File: src/rtl/pipe_ctrl_pkg.sv
// Shared types and stall masks for the pipeline controller and its memory-port arbiter.
package pipe_ctrl_pkg;

    typedef enum logic [1:0] {
        IDLE    = 2'd0,
        BUSY_IF = 2'd1,
        BUSY_LS = 2'd2,
        DROP_IF = 2'd3
    } arb_state_t;

    // Each mask freezes its own stage and every stage upstream of it.
    localparam logic [5:0] STALL_IF  = 6'b000011;
    localparam logic [5:0] STALL_ID  = 6'b000111;
    localparam logic [5:0] STALL_EX  = 6'b001111;
    localparam logic [5:0] STALL_MEM = 6'b011111;

endpackage

File: src/rtl/pipe_ctrl_mem_port_arb.sv
// Single memory port arbiter between instruction fetch and the MEM stage,
// with starvation protection for fetch and squashing of stale fetches.
module mem_port_arb
    import pipe_ctrl_pkg::*;
#(
    parameter int ADDR_W       = 32,
    parameter int DATA_W       = 32,
    parameter int STARVE_LIMIT = 4,
    parameter int CNT_W        = $clog2(STARVE_LIMIT + 1)
) (
    input  logic              CLK,
    input  logic              RST,
    input  logic              if_req,
    input  logic [ADDR_W-1:0] if_addr,
    input  logic              ls_req,
    input  logic              ls_we,
    input  logic [ADDR_W-1:0] ls_addr,
    input  logic [DATA_W-1:0] ls_wdata,
    input  logic              branch_taken,
    input  logic              mem_done,
    output logic              mem_req,
    output logic              mem_we,
    output logic [ADDR_W-1:0] mem_addr,
    output logic [DATA_W-1:0] mem_wdata,
    output logic              if_done,
    output logic              ls_done,
    output arb_state_t        state,
    output logic [CNT_W-1:0]  starve_cnt
);

    localparam logic [CNT_W-1:0] LIMIT = CNT_W'(STARVE_LIMIT);

    arb_state_t state_nxt;
    logic       grant_ls;
    logic       grant_if;

    // Grants are only issued from IDLE, which guarantees one idle cycle between accesses.
    always_comb begin
        state_nxt = state;
        grant_ls  = 1'b0;
        grant_if  = 1'b0;
        case (state)
            IDLE: begin
                if (ls_req && !(if_req && starve_cnt == LIMIT)) begin
                    grant_ls  = 1'b1;
                    state_nxt = BUSY_LS;
                end else if (if_req && !branch_taken) begin
                    grant_if  = 1'b1;
                    state_nxt = BUSY_IF;
                end
            end
            BUSY_IF: begin
                if (mem_done) begin
                    state_nxt = IDLE;
                end else if (branch_taken) begin
                    state_nxt = DROP_IF;
                end
            end
            BUSY_LS, DROP_IF: begin
                if (mem_done) begin
                    state_nxt = IDLE;
                end
            end
            default: state_nxt = IDLE;
        endcase
    end

    always_ff @(posedge CLK or negedge RST) begin
        if (!RST) begin
            state      <= IDLE;
            starve_cnt <= '0;
            mem_req    <= 1'b0;
            mem_we     <= 1'b0;
            mem_addr   <= '0;
            mem_wdata  <= '0;
        end else begin
            state <= state_nxt;
            if (grant_ls) begin
                mem_req   <= 1'b1;
                mem_we    <= ls_we;
                mem_addr  <= ls_addr;
                mem_wdata <= ls_wdata;
                if (if_req && starve_cnt != LIMIT) begin
                    starve_cnt <= starve_cnt + CNT_W'(1);
                end
            end else if (grant_if) begin
                mem_req    <= 1'b1;
                mem_we     <= 1'b0;
                mem_addr   <= if_addr;
                starve_cnt <= '0;
            end else if (state != IDLE && mem_done) begin
                mem_req <= 1'b0;
            end
        end
    end

    // A fetch completing alongside a taken branch is stale and never reported.
    assign if_done = mem_done && (state == BUSY_IF) && !branch_taken;
    assign ls_done = mem_done && (state == BUSY_LS);

endmodule

File: src/rtl/pipe_ctrl.sv
// Pipeline controller: per-stage stall vector and branch flush around the
// shared memory port arbiter.
module pipe_ctrl
    import pipe_ctrl_pkg::*;
#(
    parameter int ADDR_W       = 32,
    parameter int DATA_W       = 32,
    parameter int STARVE_LIMIT = 4,
    parameter int CNT_W        = $clog2(STARVE_LIMIT + 1)
) (
    input  logic              CLK,
    input  logic              RST,
    input  logic              if_req,
    input  logic [ADDR_W-1:0] if_addr,
    output logic              if_done,
    output logic [DATA_W-1:0] if_rdata,
    input  logic              ls_req,
    input  logic              ls_we,
    input  logic [ADDR_W-1:0] ls_addr,
    input  logic [DATA_W-1:0] ls_wdata,
    output logic              ls_done,
    output logic [DATA_W-1:0] ls_rdata,
    output logic              mem_req,
    output logic              mem_we,
    output logic [ADDR_W-1:0] mem_addr,
    output logic [DATA_W-1:0] mem_wdata,
    input  logic              mem_done,
    input  logic [DATA_W-1:0] mem_rdata,
    input  logic              id_stall_req,
    input  logic              ex_stall_req,
    input  logic              branch_taken,
    output logic [5:0]        stall,
    output logic              flush,
    output arb_state_t        fsm_state,
    output logic [CNT_W-1:0]  starve_cnt
);

    logic ls_pend;
    logic if_pend;
    logic id_stall_q;

    mem_port_arb #(
        .ADDR_W       (ADDR_W),
        .DATA_W       (DATA_W),
        .STARVE_LIMIT (STARVE_LIMIT),
        .CNT_W        (CNT_W)
    ) u_arb (
        .CLK          (CLK),
        .RST          (RST),
        .if_req       (if_req),
        .if_addr      (if_addr),
        .ls_req       (ls_req),
        .ls_we        (ls_we),
        .ls_addr      (ls_addr),
        .ls_wdata     (ls_wdata),
        .branch_taken (branch_taken),
        .mem_done     (mem_done),
        .mem_req      (mem_req),
        .mem_we       (mem_we),
        .mem_addr     (mem_addr),
        .mem_wdata    (mem_wdata),
        .if_done      (if_done),
        .ls_done      (ls_done),
        .state        (fsm_state),
        .starve_cnt   (starve_cnt)
    );

    assign if_rdata = mem_rdata;
    assign ls_rdata = mem_rdata;

    assign ls_pend    = ls_req && !ls_done;
    assign if_pend    = if_req && !if_done && !branch_taken;
    assign id_stall_q = id_stall_req && !branch_taken;

    // A branch under a MEM stall is held in EX and flushes once the stall releases.
    always_comb begin
        stall = '0;
        flush = 1'b0;
        if (RST) begin
            if (ls_pend)      stall = stall | STALL_MEM;
            if (ex_stall_req) stall = stall | STALL_EX;
            if (id_stall_q)   stall = stall | STALL_ID;
            if (if_pend)      stall = stall | STALL_IF;
            flush = branch_taken && !ls_pend;
        end
    end

endmodule

File: config.mk
export PLATFORM = sky130hd
export DESIGN_NAME = pipe_ctrl
export DESIGN_NICKNAME = d
export VERILOG_FILES = /design/src/rtl/pipe_ctrl_pkg.sv /design/src/rtl/pipe_ctrl_mem_port_arb.sv /design/src/rtl/pipe_ctrl.sv
export SDC_FILE = /design/constraint.sdc
export NUM_CORES = 1
export LEC_CHECK = 0
export BUFFER_PORTS_ARGS = -buffer_cell sky130_fd_sc_hd__buf_4
export CELL_PAD_IN_SITES_DETAIL_PLACEMENT = 2
export CELL_PAD_IN_SITES_GLOBAL_PLACEMENT = 2
export CORE_UTILIZATION = 20
export CTS_CLUSTER_DIAMETER = 150
export DETAILED_ROUTE_END_ITERATION = 12
export PLACE_DENSITY = 0.8
export SETUP_SLACK_MARGIN = 0.5
export SLEW_MARGIN = 20
export SYNTH_ARGS = -nofsm -noshare
export SYNTH_HDL_FRONTEND = slang
export SYNTH_SLANG_ARGS = --single-unit
File: constraint.sdc
create_clock -name CLK -period 1.95 [get_ports CLK]
set_input_delay 0 -clock CLK [delete_from_list [all_inputs] [get_ports CLK]]
set_output_delay 0 -clock CLK [all_outputs]
set_load 0.02 [all_outputs]
==> results.cfg <==
[timing]
skew_ns = 0.01335
hold_viol = 0
finalMaxSlewViolations = 0
min_period_ns = 1.814
finalSetupViolCount = 0
hold_ws_ns = 0.000009719
setup_tns_ns = 0
fmax_ghz = 0.5514
rsz0062_at_grt = true
fin_crit_sh_pct = 93.01

[logic_synthesis]
ys.flop_type = dfrtp_1
ys_ff_latch = 71
postSynthCellCount = 377
synth_cell_types = 33
synthTopCellsByCount = dfrtp_1 (71), buf_4 (66), o21ai_0 (36)
synth_nets = 516
synth_area_sq_um = 3920
syn_avg_cell_area_sq_um = 10.40
synthArstFlopShare_pct = 100.0
yosysWarnings = 0
synth_top_area_share_pct = 45.32
ys_seq_area_share_pct = 45.32
yosys-top-cells-area = dfrtp_1 (45%), buf_4 (13%), mux2_4 (12%)
synth_edf_count = 0
synth.most_common_cell = dfrtp_1
yosys.area.top_type = dfrtp_1

[floorplan]
io_pins = 281
coreArea_sq_um = 18960
die_w_um = 142
initial_core_util_pct = 20.68
die_area_sq_um = 20160
rows = 50
chipHeight_um = 142

[setup_path]
slowest_stage = or4b_4
arrival_ns = 2.03
cp.required_ns = 2.17
reg2reg_from = u_arb.state[1]
path_max_fanout = 34
crit_type = register to register
ff2ff_path_depth = 5
endpoint_kind = register
slowest_delay_ns = 0.55
worstPathCellList = buf_4 > or4b_4 > buf_12 > o21ai_0 > a31oi_2
rr_endpoint = u_arb.mem_addr[5]
cp-start-kind = register
r2r_slack_ns = 0.14

[clock_tree]
cts_buffer_depth = 2
htreeDepth = 3
cts_made_buffers = 9
clock-sinks = 71
clockRootBuffer = clkbuf_16
clkTransAtPathRegs_ns = 0.06
clk_latency_ns = 0.35
cts_tree = yes

[power]
max-vdd-ir-drop_mv = 0.7091
p_leak_nw = 3.390
powerDensity_nw_per_um2 = 1570

[worst_hold_path]
min-delay-start = mem_rdata[20]
min_to = if_rdata[20]
hp-class = input pin to output pin
min_path_cells = 0

[route]
wire_per_inst_um = 23.99
drt-initial-drc-count = 120
wl_um = 21320
vias = 4077
drc_errors = 0
vias_per_cell = 4.586
drt-pass1-iter-count = 4
ant_nets = 0

[placed_design]
dp.cells = 735
placed_area_sq_um = 5116
hpwlAfterDp_um = 10770
place_congestion = 0.6712
numPortBuffers = 183

[cells_and_area]
drive_gt1_share_pct = 55.96
fill_cells = 1918
antenna_cells = 0
multiInputGateArea_sq_um = 1946
stdcell_count = 889
fin_nets = 763
area_delta_synth_final_pct = 95.05
ff_latch_area_sq_um = 1782
design_area_sq_um = 7646

[global_route]
antenna_found_initial = 0
grt_pass1_wl_um = 30910
grt_util_all_layers_pct = 21.23
grt_max_degree = 35
grt_pass1_vias = 4800
grt_overflow_total = 0

[job]
drv_cap = 0

[run_status]
run_status = finished, final reports clean
## report_power, final
group          internal [mW]  switching [mW]  leakage, nW
Sequential              2.24           0.639        0.816
Combinational           3.66            3.59         2.42
Clock                   1.13           0.747        0.150
## metal layers
metal,track usage [%],vias to the layer above,share of wire [%]
li1,-,1786,-
met1,23.75,2047,39
met2,38.11,193,52
met3,5.855,51,6.8
met4,8.036,0,2.6
met5,0,-,0
## critical path, delay by kind of cell (launching register included)
family,cells,cell delay [ns]
simple gates,1,0.55
buf+inv,2,0.36
compound gates,2,0.36
flops,1,0.41
## worst max path at each step
stage                        startpoint                  end  slack [ns]  cells after the start
finish                   u_arb.state[1]    u_arb.mem_addr[5]        0.14                      5
global route             u_arb.state[1]    u_arb.mem_addr[5]        0.04                      5
CTS                      u_arb.state[0]   u_arb.mem_wdata[7]        0.14                      4
detailed placement  u_arb.starve_cnt[0]  u_arb.mem_wdata[11]        0.07                      6
global placement    u_arb.starve_cnt[0]  u_arb.mem_wdata[15]        0.17                      6
floorplan                u_arb.state[1]   u_arb.mem_wdata[0]       -0.01                      7
## cells by family (layout without fill, tap and decap cells)
| group | after synthesis | after routing | synth area share, % |
|---|---|---|---|
| buffers and inverters | 106 | 358 | 18.26 |
| multiplexers | 33 | 33 | 12.51 |
| adder cells (fa/ha/maj) | 2 | 2 | 0.6383 |
| flip-flops | 71 | 71 | 45.32 |
| AND/OR/NAND/NOR | 81 | 81 | 11.11 |
| AO/OA/AOI/OAI | 83 | 83 | 12.07 |
| other | 1 | 1 | 0.09566 |
## cells in the final DEF (no fill, tap or decap), drive strengths merged, types with 2 or more instances in the layout
cell type,n
mux2,32
clkinvlp,2
nor2b,2
o22ai,4
dfrtp,71
ha,2
dlygate4sd3,97
buf,234
nor2,2
nand3,34
clkbuf,10
a31oi,32
bufbuf,3
bufinv,2
nand3b,2
and3,2
a21oi,6
nor3,32
inv,10
a21boi,2
o21ai,37
## sequential cells by signal (all words and copies together) (netlist names)
name              cells
u_arb.mem_addr       32
u_arb.mem_wdata      32
u_arb.starve_cnt      3
u_arb.state           2
u_arb.mem_req         1
u_arb.mem_we          1
## layout make-up
type                            instances  share of cell area, %
Inverter                                8                 0.3927
Multi-Input combinational cell        200                  25.45
Tap cell                              260                  4.255
Sequential cell                        71                  23.30
Timing Repair Buffer                  334                  42.40
Clock buffer                           10                  2.995
Clock inverter                          6                  1.211
## per-stage QoR
step	power [mW]	util (%)	setup WS [ns]
global route	12.57	40.34	0.04310
finish	12.01	40.34	0.1364
CTS	11.35	38.72	0.1362
detailed placement	7.735	26.99	0.07491
floorplan	5.743	-	-0.01229
global placement	7.466	26.99	0.1725
## what timing repair did
| item | in CTS | in global routing |
|---|---|---|
| hold buffers | 97 | 0 |
| setup endpoints to repair | 77 | 80 |
| cloned | 14 | 0 |
| buffers inserted | 20 | 7 |
| gates resized for setup | 93 | 55 |
| pin swaps | 12 | 15 |
| endpoints found under the hold margin | 120 | 0 |
Note: power is estimated with default switching activity, not from simulation.
